[config.mk]
export PLATFORM = sky130hd
export DESIGN_NAME = bp_be_issue_sequencer
export DESIGN_NICKNAME = d
export VERILOG_FILES = /design/src/rtl/bp_be_issue_sequencer.sv
export SDC_FILE = /design/constraint.sdc
export NUM_CORES = 1
export LEC_CHECK = 0
export BUFFER_PORTS_ARGS = -buffer_cell sky130_fd_sc_hd__buf_2
export CORE_ASPECT_RATIO = 1.2
export CORE_MARGIN = 2
export CORE_UTILIZATION = 47
export CTS_CLUSTER_SIZE = 20
export DETAILED_ROUTE_END_ITERATION = 8
export GPL_TIMING_DRIVEN = 0
export HOLD_SLACK_MARGIN = 0.05
export PLACE_DENSITY_LB_ADDON = 0.2
export SETUP_SLACK_MARGIN = 0.3
export SKIP_LAST_GASP = 1
export SLEW_MARGIN = 20
export SYNTH_ARGS = -nofsm -noshare
export SYNTH_HDL_FRONTEND = slang
export SYNTH_SLANG_ARGS = --single-unit
[constraint.sdc]
create_clock -name clk_i -period 1.98 [get_ports clk_i]
set_input_delay 0.297 -clock clk_i [delete_from_list [all_inputs] [get_ports clk_i]]
set_output_delay 0.297 -clock clk_i [all_outputs]
set_load 0.01 [all_outputs]
[src/rtl/bp_be_issue_sequencer.sv]
// Purpose: selects the next op for the BE decoder (debug enter/exit, interrupt, or FE queue head)
//   into a one-entry issue slot.
// Latency: FE handshake in cycle N -> issue_v_o in N+1; request pulse -> injected op in slot at N+2.
// Backpressure: slot holds stable while issue_ready_i=0; a dispatched serial op stalls all loading
//   until serial_done_i.
// Ports: fe_* FE queue entry (valid/ready); enter/exit_debug_req_i, interrupt_* injection sources;
//   dec_* slot fields to decoder, serial_i decoder's serial flag for them; issue_v_o/issue_ready_i
//   dispatch handshake; serial_done_i commit retire; flush_i drops slot; debug_mode_o,
//   serial_timeout_o status.
module bp_be_issue_sequencer
  #(parameter int instr_width_p    = 32
    ,parameter int fe_exc_width_p   = 2
    ,parameter int serial_timeout_p = 255
    )
  (input  logic                      clk_i
   ,input  logic                      reset_i

   ,input  logic                      fe_v_i
   ,output logic                      fe_ready_o
   ,input  logic [instr_width_p-1:0]  fe_instr_i
   ,input  logic                      fe_exc_not_instr_i
   ,input  logic [fe_exc_width_p-1:0] fe_exc_i

   ,input  logic                      enter_debug_req_i
   ,input  logic                      exit_debug_req_i
   ,input  logic                      interrupt_pending_i
   ,input  logic                      interrupt_en_i

   ,output logic                      dec_enter_debug_v_o
   ,output logic                      dec_exit_debug_v_o
   ,output logic                      dec_interrupt_v_o
   ,output logic                      dec_fe_exc_not_instr_o
   ,output logic [fe_exc_width_p-1:0] dec_fe_exc_o
   ,output logic [instr_width_p-1:0]  dec_instr_o
   ,input  logic                      serial_i

   ,output logic                      issue_v_o
   ,input  logic                      issue_ready_i
   ,input  logic                      serial_done_i
   ,input  logic                      flush_i

   ,output logic                      debug_mode_o
   ,output logic                      serial_timeout_o
   );

  localparam int cnt_width_lp = $clog2(serial_timeout_p+1);
  localparam logic [cnt_width_lp-1:0] cnt_max_lp = cnt_width_lp'(serial_timeout_p);

  typedef enum logic [1:0] {e_empty, e_full, e_serial_wait} state_e;

  state_e state_r, state_n;
  logic   enter_pend_r, exit_pend_r, debug_mode_r;
  logic [cnt_width_lp-1:0] cnt_r;

  logic                      slot_enter_r, slot_exit_r, slot_int_r, slot_exc_not_instr_r;
  logic [fe_exc_width_p-1:0] slot_exc_r;
  logic [instr_width_p-1:0]  slot_instr_r;

  logic is_full, accept, load, irq_v, inj_any;
  logic inj_enter, inj_exit, inj_irq, fe_take, load_v;

  // Flush blocks acceptance, so a flushed slot never counts as dispatched and never reloads.
  assign is_full   = (state_r == e_full);
  assign accept    = is_full & issue_ready_i & ~flush_i;
  assign load      = (state_r == e_empty) | (accept & ~serial_i);
  assign irq_v     = interrupt_pending_i & interrupt_en_i & ~debug_mode_r;
  assign inj_any   = enter_pend_r | exit_pend_r | irq_v;
  assign inj_enter = load & enter_pend_r;
  assign inj_exit  = load & ~enter_pend_r & exit_pend_r;
  assign inj_irq   = load & ~enter_pend_r & ~exit_pend_r & irq_v;
  assign fe_ready_o = load & ~inj_any & ~reset_i;
  assign fe_take   = fe_ready_o & fe_v_i;
  assign load_v    = inj_enter | inj_exit | inj_irq | fe_take;

  always_comb begin
    state_n = state_r;
    case (state_r)
      e_empty:       if (load_v) state_n = e_full;
      e_full: begin
        if (flush_i)     state_n = e_empty;
        else if (accept) state_n = serial_i ? e_serial_wait : (load_v ? e_full : e_empty);
      end
      e_serial_wait: if (serial_done_i) state_n = e_empty;
      default:       state_n = e_empty;
    endcase
  end

  always_ff @(posedge clk_i or posedge reset_i) begin
    if (reset_i) state_r <= e_empty;
    else         state_r <= state_n;
  end

  // Slot: a load overwrites every field; leaving FULL without a load clears it.
  always_ff @(posedge clk_i or posedge reset_i) begin
    if (reset_i) begin
      slot_enter_r         <= 1'b0;
      slot_exit_r          <= 1'b0;
      slot_int_r           <= 1'b0;
      slot_exc_not_instr_r <= 1'b0;
      slot_exc_r           <= '0;
      slot_instr_r         <= '0;
    end else if (load_v) begin
      slot_enter_r         <= inj_enter;
      slot_exit_r          <= inj_exit;
      slot_int_r           <= inj_irq;
      slot_exc_not_instr_r <= fe_take & fe_exc_not_instr_i;
      slot_exc_r           <= fe_take ? fe_exc_i : '0;
      slot_instr_r         <= fe_take ? fe_instr_i : '0;
    end else if (is_full & (flush_i | accept)) begin
      slot_enter_r         <= 1'b0;
      slot_exit_r          <= 1'b0;
      slot_int_r           <= 1'b0;
      slot_exc_not_instr_r <= 1'b0;
      slot_exc_r           <= '0;
      slot_instr_r         <= '0;
    end
  end

  // Requests illegal for the current mode are dropped rather than queued.
  always_ff @(posedge clk_i or posedge reset_i) begin
    if (reset_i) begin
      enter_pend_r <= 1'b0;
      exit_pend_r  <= 1'b0;
      debug_mode_r <= 1'b0;
    end else begin
      if (enter_debug_req_i & ~debug_mode_r) enter_pend_r <= 1'b1;
      else if (inj_enter)                    enter_pend_r <= 1'b0;
      if (exit_debug_req_i & debug_mode_r)   exit_pend_r  <= 1'b1;
      else if (inj_exit)                     exit_pend_r  <= 1'b0;
      if (accept & slot_enter_r)             debug_mode_r <= 1'b1;
      else if (accept & slot_exit_r)         debug_mode_r <= 1'b0;
    end
  end

  always_ff @(posedge clk_i or posedge reset_i) begin
    if (reset_i)
      cnt_r <= '0;
    else if ((state_r != e_serial_wait) && (state_n == e_serial_wait))
      cnt_r <= '0;
    else if ((state_r == e_serial_wait) && (cnt_r != cnt_max_lp))
      cnt_r <= cnt_r + 1'b1;
  end

  assign issue_v_o              = is_full;
  assign debug_mode_o           = debug_mode_r;
  assign serial_timeout_o       = (state_r == e_serial_wait) & (cnt_r == cnt_max_lp);
  assign dec_enter_debug_v_o    = slot_enter_r;
  assign dec_exit_debug_v_o     = slot_exit_r;
  assign dec_interrupt_v_o      = slot_int_r;
  assign dec_fe_exc_not_instr_o = slot_exc_not_instr_r;
  assign dec_fe_exc_o           = slot_exc_r;
  assign dec_instr_o            = slot_instr_r;

endmodule

## Yosys cells after proc, flatten, opt, wreduce, memory -nomap -nowiden

Cells that the tools add are included.

- $add $sub $neg: 1
- Equal/unequal tests: 6
- Multiplexer cells: 26
- Bitwise logic cells: 34
- Reductions and logical operators: 8

Operators by type and width:

| operator | count |
|---|---|
| 2-to-1 mux 32 bit | 3 |
| bitwise AND 1 bit | 20 |
| 2-to-1 mux 2 bit | 8 |
| 2-to-1 mux 8 bit | 2 |
| 2-to-1 mux 1 bit | 12 |
| nonzero test 2 bit | 5 |
| adder 8 x 1 -> 8 bit, second input constant | 1 |
| == test 8 bit, second input constant | 1 |
| != test 8 bit, second input constant | 1 |
| inverter 1 bit | 7 |
| OR 1 bit | 7 |
| one-hot mux 2 bit (3 select lines) | 1 |
| == test 2 bit, second input constant | 2 |
| == test 2 x 1 -> 1 bit, second input constant | 1 |
| logical AND 1 bit | 2 |
| zero test 2 bit | 1 |
| != test 2 bit, second input constant | 1 |

- Register bits after elaboration: 51
- Output and inout bits: 42
- Word-level logic and storage cells: 86

## Logic depth before layout (Yosys ltp)

Gate-level depths: netlist (run 1).

- Depth in word-level cells: 18
- Mapped depth: 6
- Depth with buffers taken out: 5

## Least setup slack after synthesis (run 1)

No wires, ideal clock.

- Path kind: input -> register
- Start: in serial_i
- End: reg slot_instr_r[0] (netlist: dec_instr_o[0])
- Arrival time: 1.601 ns
- Path slack: 0.258 ns
- Cell stages on the path: 6
- Path buffers: 2
- Cell sequence: or3b_4 -> a21oi_2 -> a22oi_1 -> buf_2 -> buf_2 -> a22o_1

- Cells in the longest elaborated chain, start to end: 9

Ends and longest elaborated chain:

| item | RTL line | RTL |
|---|---|---|
| start: declaration | 35 | `,input logic serial_i` |
| inverter 1 bit * | 65 | `assign load = (state_r == e_empty) \| (accept & ~serial_i);` |
| bitwise AND 1 bit * | 65 |  |
| OR 1 bit * | 65 |  |
| bitwise AND 1 bit | 69, 70 |  |
| bitwise AND 1 bit, on equally long branches | 69, 70 |  |
| OR 1 bit / bitwise AND 1 bit (equally long branches) | 73, 70 |  |
| OR 1 bit (2 in a row) | 73 | `assign load_v = inj_enter \| inj_exit \| inj_irq \| fe_take;` |
| 2-to-1 mux 32 bit / nonzero test 2 bit (equally long branches) | -- |  |
| end signal: assignment | 108 | `slot_instr_r <= fe_take ? fe_instr_i : '0;` |
| end: declaration | 57 | `logic [instr_width_p-1:0] slot_instr_r;` |

Mark *: on every way between the ends. The rest lies on a longest branch, timed or not.
A chain may end at the register's enable or synchronous reset.

## Worst setup path after layout (run 1)

- Start: in flush_i
- End: out fe_ready_o

- Cells in the longest elaborated chain, start to end: 6

Ends and longest elaborated chain:

| item | RTL line | RTL |
|---|---|---|
| start: declaration | 40 | `,input logic flush_i` |
| inverter 1 bit | 64 | `assign accept = is_full & issue_ready_i & ~flush_i;` |
| bitwise AND 1 bit | 64 |  |
| bitwise AND 1 bit | 65 |  |
| OR 1 bit | 65 |  |
| bitwise AND 1 bit (2 in a row) | 71 | `assign fe_ready_o = load & ~inj_any & ~reset_i;` |
| end: declaration | 19 | `,output logic fe_ready_o` |

Every way passes these cells.

==> flow_summary.json, run 1 <==
{
  "ant_nets": 0,
  "initial_core_util": 0.486,
  "setup-violations-final": 0,
  "fmax_mhz": 603,
  "drive_gt1_frac": 0.505,
  "ys_seq_elements": 51,
  "start_kind": "input port",
  "clk_path_buf_depth": 2,
  "stdcell_area_um2": 2940,
  "crit_type": "input port to primary output",
  "placed_area_um2": 2610,
  "drt-initial-drc-count": 70,
  "worstPathArrival_ps": 1360,
  "synth_compound_area_frac": 0.231,
  "synth_edf_count": 0,
  "synth_xor_area_frac": 0.0127,
  "syn_area_um2": 2070,
  "synth.top_cell.area_share": 0.616,
  "syn_to_final_growth_pct": 41.7,
  "clock-sinks": 51,
  "design.core.area_um2": 4260,
  "finalMaxSlewViolations": 0,
  "grt_pass1_vias": 1678,
  "grt_pass1_wl_mm": 7.65,
  "yosysMostFrequentCell": "dfrtp_1",
  "dieArea_um2": 4960,
  "insertedDiodeCount": 0,
  "viasPerCell": 5.35,
  "async_reset_ff_frac": 1.00,
  "grt_usage": 0.197,
  "gr-total-overflow": 0,
  "cts_buffers": 5,
  "cts_tree": "built",
  "synth_area_leader_cell": "dfrtp_1",
  "status": "finished, final reports clean",
  "root_buffer": "clkbuf_8",
  "rr_startpoint": "state_r[0]",
  "crit_fanout": 3,
  "hpwl_mm": 3.39,
  "synth_top_family_by_area": "compound AO/OA/AOI/OAI gates",
  "synth.avg_cell_area_um2": 13.2,
  "path_clk_slew_ps": 90,
  "fp.dieH_um": 76.7,
  "stdcell_count": 329,
  "grt_max_degree": 29,
  "yosys-top-cells-area": "dfrtp_1 (62%), a22o_1 (17%), buf_6 (1.6%)",
  "rows": 26,
  "vias": 1759,
  "hold_class": "input port to async pin",
  "remaining_drc_errors": 0,
  "p_leak_nw": 1.58,
  "dr.pass1.iters": 4,
  "dp_cells": 301,
  "min_period_over_period": 0.837,
  "ys_seq_area_frac": 0.616,
  "ctsHoldBuffers": 0,
  "cts.htree.levels": 2,
  "finClkSkew_ps": 7.72,
  "r2r.worst_path.cells": 8,
  "synth-main-ff-cell": "dfrtp_1",
  "crit_path_end_kind": "primary output",
  "power_density_nw_per_um2": 1130,
  "ys_types": 35,
  "antenna_found_initial": 0,
  "yosys.area_share.adder": 0.00604,
  "ys_warn_count": 0,
  "cp.required_ps": 1680,
  "rsz0062_at_grt": "yes",
  "pin_count": 88,
  "period_needed_ps": 1660,
  "rrSetupSlack_ps": 360,
  "syn_inst": 157,
  "yosys.area_share.simple": 0.0948,
  "wl_per_cell_um": 15.5,
  "synth.net_count": 204,
  "worstReg2RegEnd": "exit_pend_r",
  "vdd_ir_drop_max_mv": 0.562,
  "gp_routability_congestion": 0.809,
  "maxCapViolCount": 0,
  "fin_nets": 319,
  "die_w_um": 64.6,
  "synth_common_cells": "dfrtp_1 (51), a22o_1 (41), nor2_1 (6)",
  "numPortBuffers": 87,
  "slew_headroom": 0.657,
  "clock_latency_ps": 300,
  "hold_violations": 0,
  "worst_pin_slew_ps": 514,
  "wirelength_mm": 5.09,
  "synthMuxAreaShare": 0.00483
}
## cells in the final DEF (no fill, tap or decap), types with 2 or more instances in the layout
| cell type | synthesis | final |
|---|---|---|
| nor3_2 | 0 | 2 |
| dfrtp_1 | 51 | 49 |
| nand2_1 | 5 | 4 |
| a21oi_1 | 2 | 2 |
| o211ai_1 | 4 | 4 |
| o21ai_0 | 2 | 2 |
| nor2_1 | 6 | 6 |
| buf_6 | 3 | 9 |
| dfrtp_2 | 0 | 2 |
| inv_1 | 4 | 3 |
| and3_1 | 2 | 2 |
| a22o_1 | 41 | 41 |
| xor2_1 | 3 | 3 |
| clkbuf_8 | 0 | 6 |
| nor2b_1 | 2 | 2 |
| o31ai_1 | 3 | 3 |
| buf_4 | 0 | 17 |
| nand2b_1 | 3 | 3 |
| buf_2 | 3 | 85 |
## timing repair
item	in CTS	in global routing
pin swaps	4	9
setup endpoints to repair	22	40
setup buffers	9	11
resized for setup	9	14
## sequential cells by signal, summed over array words and instances (netlist names), 2 cells and up
signal        cells
cnt_r             8
dec_fe_exc_o      2
dec_instr_o      32
state_r           2
## stage by stage
step | util | total power, W | TNS [ps] | hold slack (ps) | worst slack, ps
after floorplan | - | 0.00203 | 0 | 405 | 311
after global placement | 0.607 | 0.00234 | -10630 | 483 | -210
after detailed placement | 0.612 | 0.00236 | 0 | 376 | 28.6
after CTS | 0.659 | 0.00313 | 0 | 56.6 | 289
after global routing | 0.689 | 0.00351 | 0 | 82.1 | 263
final | 0.689 | 0.00330 | 0 | 52.3 | 322
## cell type report
class,count,area (um^2)
Buffer,8,68.8
Clock buffer,6,82.6
Clock inverter,2,16.3
Fill cell,318,1330
Inverter,4,15.0
Multi-Input combinational cell,94,767
Sequential cell,51,1280
Tap cell,56,70.1
Timing Repair Buffer,108,637
## metal layers
| metal | part of all wire | routed length [um] | vias to the layer above | GRT usage |
|---|---|---|---|---|
| li1 | - | - | 824 | - |
| met3 | 0.052 | 264 | 8 | 0.0411 |
| met4 | 0.015 | 74 | 0 | 0.0660 |
| met1 | 0.43 | 2170 | 870 | 0.252 |
| met2 | 0.51 | 2580 | 57 | 0.332 |
| met5 | 0 | 0 | - | 0 |
## worst max-delay path, cell delays in order
cell and delay, ps:
buf_8 100, or3b_4 420, a21oi_4 180, nand2_2 100
nor3_2 110, buf_2 150
## cells by family (layout without fill, tap and decap cells)
| kind of cell | count (synthesis) | count (layout) |
|---|---|---|
| DFF | 51 | 51 |
| and+or+nand+nor | 32 | 32 |
| AOI/OAI and AO/OA | 57 | 57 |
| adders and majority gates | 1 | 1 |
| buffers and inverters | 12 | 128 |
| muxes | 1 | 1 |
| xor gates and xnor gates | 3 | 3 |
## report_power, final
| group | switching [W] | internal, W | leakage (nW) |
|---|---|---|---|
| Combinational | 0.000606 | 0.000643 | 0.837 |
| Clock | 0.000335 | 0.000286 | 0.0474 |
| Sequential | 0.000190 | 0.00124 | 0.691 |
## worst max path at each step
stage,from,to,slack [ps],depth (start not counted)
6_report,flush_i,fe_ready_o,320,6
5_1_grt,state_r[0],dec_instr_o[9],260,5
4_1_cts,flush_i,fe_ready_o,290,6
3_5_place_dp,serial_i,dec_fe_exc_o[0],30,7
3_3_place_gp,reset_i,dec_instr_o[17],-210,2
2_1_floorplan,serial_i,dec_instr_o[0],310,6
Note: power is estimated with default switching activity, not from simulation.
==> run 2, diff against run 1 <==
--- a/config.mk
+++ b/config.mk
@@ -5,10 +5,11 @@
 export SDC_FILE = /design/constraint.sdc
 export NUM_CORES = 1
 export LEC_CHECK = 0
+export ABC_AREA = 1
 export BUFFER_PORTS_ARGS = -buffer_cell sky130_fd_sc_hd__buf_2
 export CORE_ASPECT_RATIO = 1.2
 export CORE_MARGIN = 2
-export CORE_UTILIZATION = 47
+export CORE_UTILIZATION = 49
 export CTS_CLUSTER_SIZE = 20
 export DETAILED_ROUTE_END_ITERATION = 8
 export GPL_TIMING_DRIVEN = 0
==> constraint.sdc (replaced) <==
create_clock -name clk_i -period 1.6 [get_ports clk_i]
set_input_delay 0.24 -clock clk_i [delete_from_list [all_inputs] [get_ports clk_i]]
set_output_delay 0.24 -clock clk_i [all_outputs]
set_load 0.01 [all_outputs]
==> run 2 against run 1 <==
Against the previous run: synthesized cell count rose by 70%; cell area rose by 23%; first-iteration DRC count rose by 80%; area after synthesis rose by 19%; the flow now finishes with violations (negative setup slack); largest power group is now combinational cells; clock power rose by 50%; largest cell class unchanged; cell count rose by 39%; count of clock-buffer cells in the layout did not move; register-to-register slack got worse by 420 ps.
==> flow_summary.json, run 2 <==
{
  "synth.top_cell.area_share": 0.519,
  "finClkSkew_ps": 5.81,
  "yosys-top-cells-area": "dfrtp_1 (52%), nand4_1 (10%), nand3_1 (9.8%)",
  "setup-violations-final": 29,
  "cts.htree.levels": 2,
  "insertedDiodeCount": 0,
  "clock-sinks": 51,
  "grt_usage": 0.245,
  "critPathTopFamily": "simple AND/OR/NAND/NOR gates",
  "synth_common_cells": "nand2_1 (60), dfrtp_1 (51), nand3_1 (48)",
  "layout_commonest_cell": "buf_2",
  "initial_core_util": 0.505,
  "drive_gt1_frac": 0.442,
  "crit_path_end_kind": "primary output",
  "hold_violations": 0,
  "yosysMostFrequentCell": "nand2_1",
  "synth.net_count": 314,
  "dr.pass1.iters": 4,
  "viasPerCell": 5.28,
  "dieArea_um2": 5610,
  "stdcell_area_um2": 3600,
  "rsz0062_at_grt": "yes",
  "cp_cell_sequence": "nor2_4 -> nand4_2 -> nand2_4 -> nand2_4 -> nor2_8 -> buf_6 -> buf_6",
  "grt_max_degree": 27,
  "path_clk_slew_ps": 90,
  "gp_routability_congestion": 0.818,
  "numPortBuffers": 86,
  "syn_to_final_growth_pct": 46.2,
  "final_cell_mix": "buf_2 (85), nand2_1 (58), dfrtp_1 (50)",
  "fin_nets": 442,
  "grt_pass1_wl_mm": 10.3,
  "slew_headroom": 0.470,
  "worst_pin_slew_ps": 793,
  "dp_cells": 414,
  "grt_pass1_vias": 2254,
  "setup_slack_ps": -93.2,
  "fmax_mhz": 591,
  "path_buf_inv": 2,
  "p_leak_nw": 2.02,
  "maxCapViolCount": 0,
  "crit_type": "flip-flop to primary output",
  "clk_path_buf_depth": 2,
  "synth.avg_cell_area_um2": 9.22,
  "ys_seq_elements": 51,
  "die_w_um": 68.7,
  "syn_area_um2": 2460,
  "remaining_drc_errors": 0,
  "cts_tree": "built",
  "ys_seq_area_frac": 0.519,
  "pin_count": 88,
  "cp.required_ps": 1360,
  "drt-initial-drc-count": 126,
  "start_kind": "flip-flop",
  "ys_types": 27,
  "status": "finished, violations left",
  "min_period_over_period": 1.06,
  "async_reset_ff_frac": 1.00,
  "clock_latency_ps": 300,
  "gr-total-overflow": 0,
  "stdcell_count": 456,
  "synth_area_leader_cell": "dfrtp_1",
  "design.core.area_um2": 4870,
  "synth_edf_count": 0,
  "syn_inst": 267,
  "crit_fanout": 3,
  "power_density_nw_per_um2": 1330,
  "ys_warn_count": 0,
  "placed_area_um2": 3060,
  "cpMaxStageDelayCell": "dfrtp_2",
  "root_buffer": "clkbuf_8",
  "violations": "negative setup slack",
  "cts_buffers": 5,
  "fp.dieH_um": 81.6,
  "wl_per_cell_um": 14.7,
  "antenna_found_initial": 0,
  "largest_register_ffs": 32,
  "hpwl_mm": 4.19,
  "hold_class": "input port to async pin",
  "vias": 2407,
  "fin_util": 0.739,
  "vdd_ir_drop_max_mv": 0.668,
  "wirelength_mm": 6.68,
  "rows": 28,
  "finalMaxSlewViolations": 0,
  "synth-main-ff-cell": "dfrtp_1",
  "max_stage_delay_ps": 450,
  "ant_nets": 0,
  "worstPathArrival_ps": 1450,
  "period_needed_ps": 1690
}
-- run 2: cell types whose count changed after synthesis, sizes merged, moves of 4 or more --
cell | before | now
nand2 | 5 | 62
nand3 | 2 | 48
nand4 | 1 | 43
a22o | 41 | 1
inv | 4 | 14
buf | 6 | 14
nand3b | 1 | 6
clkbuf | 2 | 6
-- run 2: power by group --
| group | internal [W] | switching, W |
|---|---|---|
| sequential | 0.00151 | 0.000175 |
| combinational | 0.00101 | 0.00117 |
| clock | 0.000506 | 0.000427 |
| total | 0.00303 | 0.00177 |
-- run 2: final timing paths --
kind / start / to / slack (ps) / cells past startpoint
worst max-delay path: state_r[1] / fe_ready_o / -90 / 7
worst min-delay path: reset_i / dec_instr_o[10] / 60 / 2
worst max register to register: state_r[1] / dec_instr_o[29] / -60 / 10
worst min register to register: dec_instr_o[31] / dec_instr_o[31] / 520 / 2
max in group asynchronous: reset_i / cnt_r[4] / 260 / 4
min in group clk_i: fe_instr_i[31] / dec_instr_o[31] / 160 / 3
-- run 2: cells by family after synthesis --
kind of cell | after synthesis | share of synthesized area
compound gates | 7 | 0.0219
fa+ha+maj | 1 | 0.00508
buf+inv | 34 | 0.0768
flops | 51 | 0.519
xor+xnor | 5 | 0.0178
simple gates | 169 | 0.360
-- run 2: through the flow --
stage / setup TNS [ps] / total power [W] / hold WS (ps) / setup WS, ps
final: -922 / 0.00480 / 60.1 / -93.2
after global routing: -2920 / 0.00507 / 96.5 / -142
after CTS: -1060 / 0.00460 / 39.1 / -103
after detailed placement: -12750 / 0.00327 / 391 / -404
after global placement: -24950 / 0.00323 / 471 / -697
after floorplan: -995 / 0.00275 / 304 / -63.7
-- run 2: final cells by class --
class	count	area (um^2)
flip-flops and latches	51	1280
fillers	383	1270
multi-input cells	182	1090
repair buffers	120	802
plain buffers	20	175
clock buffers	6	82.6
well taps	60	75.1
inverters	14	58.8
clock inverters	2	35.0
repair inverters	1	5.00
-- run 2: per-layer routing --
| metal | part of all wire | vias to the layer above | global-route usage |
|---|---|---|---|
| met2 | 0.53 | 66 | 0.406 |
| met3 | 0.056 | 7 | 0.0630 |
| met4 | 0.014 | 0 | 0.0745 |
| met5 | 0 | - | 0 |
| li1 | - | 1184 | - |
| met1 | 0.40 | 1150 | 0.312 |
-- run 2: repair_timing --
item	CTS	global route
hold buffers	1	2
setup buffers	23	3
resized for setup	17	20
gates cloned	3	2
pin swaps	11	7
setup endpoints to repair	51	53
hold endpoints to repair	13	17
==> run 3, diff against run 2 <==
--- a/config.mk
+++ b/config.mk
@@ -9,7 +9,7 @@
 export BUFFER_PORTS_ARGS = -buffer_cell sky130_fd_sc_hd__buf_2
 export CORE_ASPECT_RATIO = 1.2
 export CORE_MARGIN = 2
-export CORE_UTILIZATION = 49
+export CORE_UTILIZATION = 45
 export CTS_CLUSTER_SIZE = 20
 export DETAILED_ROUTE_END_ITERATION = 8
 export GPL_TIMING_DRIVEN = 0
==> constraint.sdc (replaced) <==
create_clock -name clk_i -period 1.4 [get_ports clk_i]
set_input_delay 0.21 -clock clk_i [delete_from_list [all_inputs] [get_ports clk_i]]
set_output_delay 0.21 -clock clk_i [all_outputs]
set_load 0.01 [all_outputs]
==> run 3 against run 2 <==
Against the previous run: the run still ends with negative setup slack left; register-to-register slack worse by 190 ps; core utilization down 4.6 points; non-clock buffer count up 5; setup slack got worse by 200 ps; via count up 3.7%; cell area grew 2.0%; first-iteration DRC count rose by 54%; flip-flop and latch count unchanged; clock power decreased by 7.8%; sequential power grew 15%; global-route usage rose by 0.17 points; critical path depth is the same.
==> flow_summary.json, run 3 (synthesis gave the netlist of run 2 again) <==
{
  "r2r.worst_path.cells": 10,
  "cts_tree": "built",
  "cp_cell_sequence": "nor2_4 -> nand4_4 -> nand2_4 -> nand2_4 -> nor2_8 -> buf_8 -> buf_6",
  "hold_violations": 0,
  "finClkSkew_ps": 8.05,
  "drt-initial-drc-count": 194,
  "stdcell_area_um2": 3670,
  "hpwl_mm": 4.55,
  "multi_input_area_um2": 1120,
  "cts_buffers": 5,
  "initial_core_util": 0.465,
  "crit_fanout": 3,
  "placed_area_um2": 3080,
  "setup-violations-final": 52,
  "rr_startpoint": "state_r[1]",
  "grt_max_degree": 32,
  "rsz0062_at_grt": "yes",
  "crit_path_end_kind": "primary output",
  "worstReg2RegEnd": "dec_instr_o[30]",
  "clock_latency_ps": 300,
  "largest_register_ffs": 32,
  "hold-worst-slack_ps": 22.8,
  "drive_gt1_frac": 0.450,
  "period_needed_ps": 1690,
  "pin_count": 88,
  "grt_usage": 0.247,
  "path_clk_slew_ps": 90,
  "rows": 29,
  "root_buffer": "clkbuf_8",
  "cpMaxStageDelayCell": "dfrtp_1",
  "path_buf_inv": 2,
  "cp.required_ps": 1190,
  "numPortBuffers": 86,
  "setup_slack_ps": -291,
  "grt_pass1_vias": 2405,
  "ff_latch_area_um2": 1280,
  "power_density_nw_per_um2": 1520,
  "maxCapViolCount": 0,
  "p_leak_nw": 2.06,
  "worst_pin_slew_ps": 577,
  "viasPerCell": 5.40,
  "fmax_mhz": 591,
  "finalMaxSlewViolations": 0,
  "crit_type": "flip-flop to primary output",
  "wl_per_cell_um": 15.9,
  "vias": 2495,
  "nFillCells": 428,
  "dp_slack_ps": -472,
  "syn_to_final_growth_pct": 49.1,
  "dr.pass1.iters": 4,
  "critPathTopFamily": "simple AND/OR/NAND/NOR gates",
  "gp_routability_congestion": 0.804,
  "rrSetupSlack_ps": -250,
  "cts.htree.levels": 2,
  "start_kind": "flip-flop",
  "vdd_ir_drop_max_mv": 0.761,
  "slew_headroom": 0.615,
  "grt_pass1_wl_mm": 11.8,
  "clock-sinks": 51,
  "dieArea_um2": 6080,
  "fin_nets": 447,
  "violations": "negative setup slack",
  "remaining_drc_errors": 0,
  "worstPathArrival_ps": 1480,
  "cp_common_cell": "nand2_4",
  "gr-total-overflow": 0,
  "antenna_found_initial": 0,
  "final_cell_mix": "buf_2 (85), nand2_1 (58), dfrtp_1 (51)",
  "insertedDiodeCount": 0,
  "fp.dieH_um": 85.0,
  "wirelength_mm": 7.36,
  "die_w_um": 71.5,
  "power_w": 0.00557,
  "status": "finished, violations left",
  "ant_nets": 0,
  "hold_class": "input port to async pin",
  "clk_path_buf_depth": 2,
  "layout_commonest_cell": "buf_2",
  "min_period_over_period": 1.21,
  "design.core.area_um2": 5300,
  "max_stage_delay_ps": 430
}
## run 3: cell count changes in the layout (fill, tap and decap cells not counted), sizes merged
cell and delta:
buf +8, clkbuf -2, bufinv -1, dlygate4sd3 -1
## run 3: layer usage
| metal | vias up | GRT usage | wire length (um) |
|---|---|---|---|
| li1 | 1200 | - | - |
| met1 | 1200 | 0.323 | 2960 |
| met2 | 84 | 0.419 | 3820 |
| met3 | 11 | 0.0416 | 447 |
| met4 | 0 | 0.0720 | 123 |
| met5 | - | 0 | 0 |
## run 3: power by group
part	internal [W]	leakage (nW)	total (W)	switching (W)
combinational	0.00132	1.32	0.00278	0.00146
clock	0.000389	0.0470	0.000860	0.000471
sequential	0.00172	0.696	0.00194	0.000219
total	0.00343	2.06	0.00557	0.00214
## run 3: layout make-up
type | count | share of cell area
repair buffers | 125 | 0.233
well taps | 62 | 0.0211
clock inverters | 1 | 0.00136
inverters | 14 | 0.0160
clock buffers | 6 | 0.0225
multi-input cells | 182 | 0.304
plain buffers | 20 | 0.0525
repair inverters | 1 | 0.00136
flip-flops and latches | 51 | 0.348
## run 3: worst max-delay path by stage
stage | slack, ps | depth (start not counted) | endpoint | startpoint
after floorplan | -230 | 6 | dec_instr_o[0] | reset_i
after global placement | -890 | 7 | dec_instr_o[7] | reset_i
after detailed placement | -470 | 8 | dec_instr_o[7] | reset_i
after CTS | -250 | 8 | fe_ready_o | state_r[0]
after global routing | -350 | 10 | dec_instr_o[30] | state_r[1]
final | -290 | 7 | fe_ready_o | state_r[1]
## run 3: worst reg2reg max path, stage by stage, from the launching register on
cell and delay, ps:
dfrtp_1 430, nor2_4 160, nand4_4 90, nand2_4 90
buf_4 120, buf_6 110, nand4_4 100, buf_6 170
clkbuf_16 150, nand4_1 70, nand2_1 60
## run 3: repair_timing
item	4_1_cts	5_1_grt
gates cloned	4	1
endpoints found under the hold margin	21	21
resized for setup	28	8
setup endpoints to repair	54	57
pin swaps	14	11
setup buffers	23	9
## run 3: stage by stage
stage / utilization / TNS [ps] / std cells
after global placement: 0.578 / -33250 / 415
after global routing: 0.693 / -14050 / 462
after detailed placement: 0.582 / -16710 / 416
after floorplan: - / -7170 / 267
final: 0.693 / -9850 / 462
after CTS: 0.667 / -7190 / 450
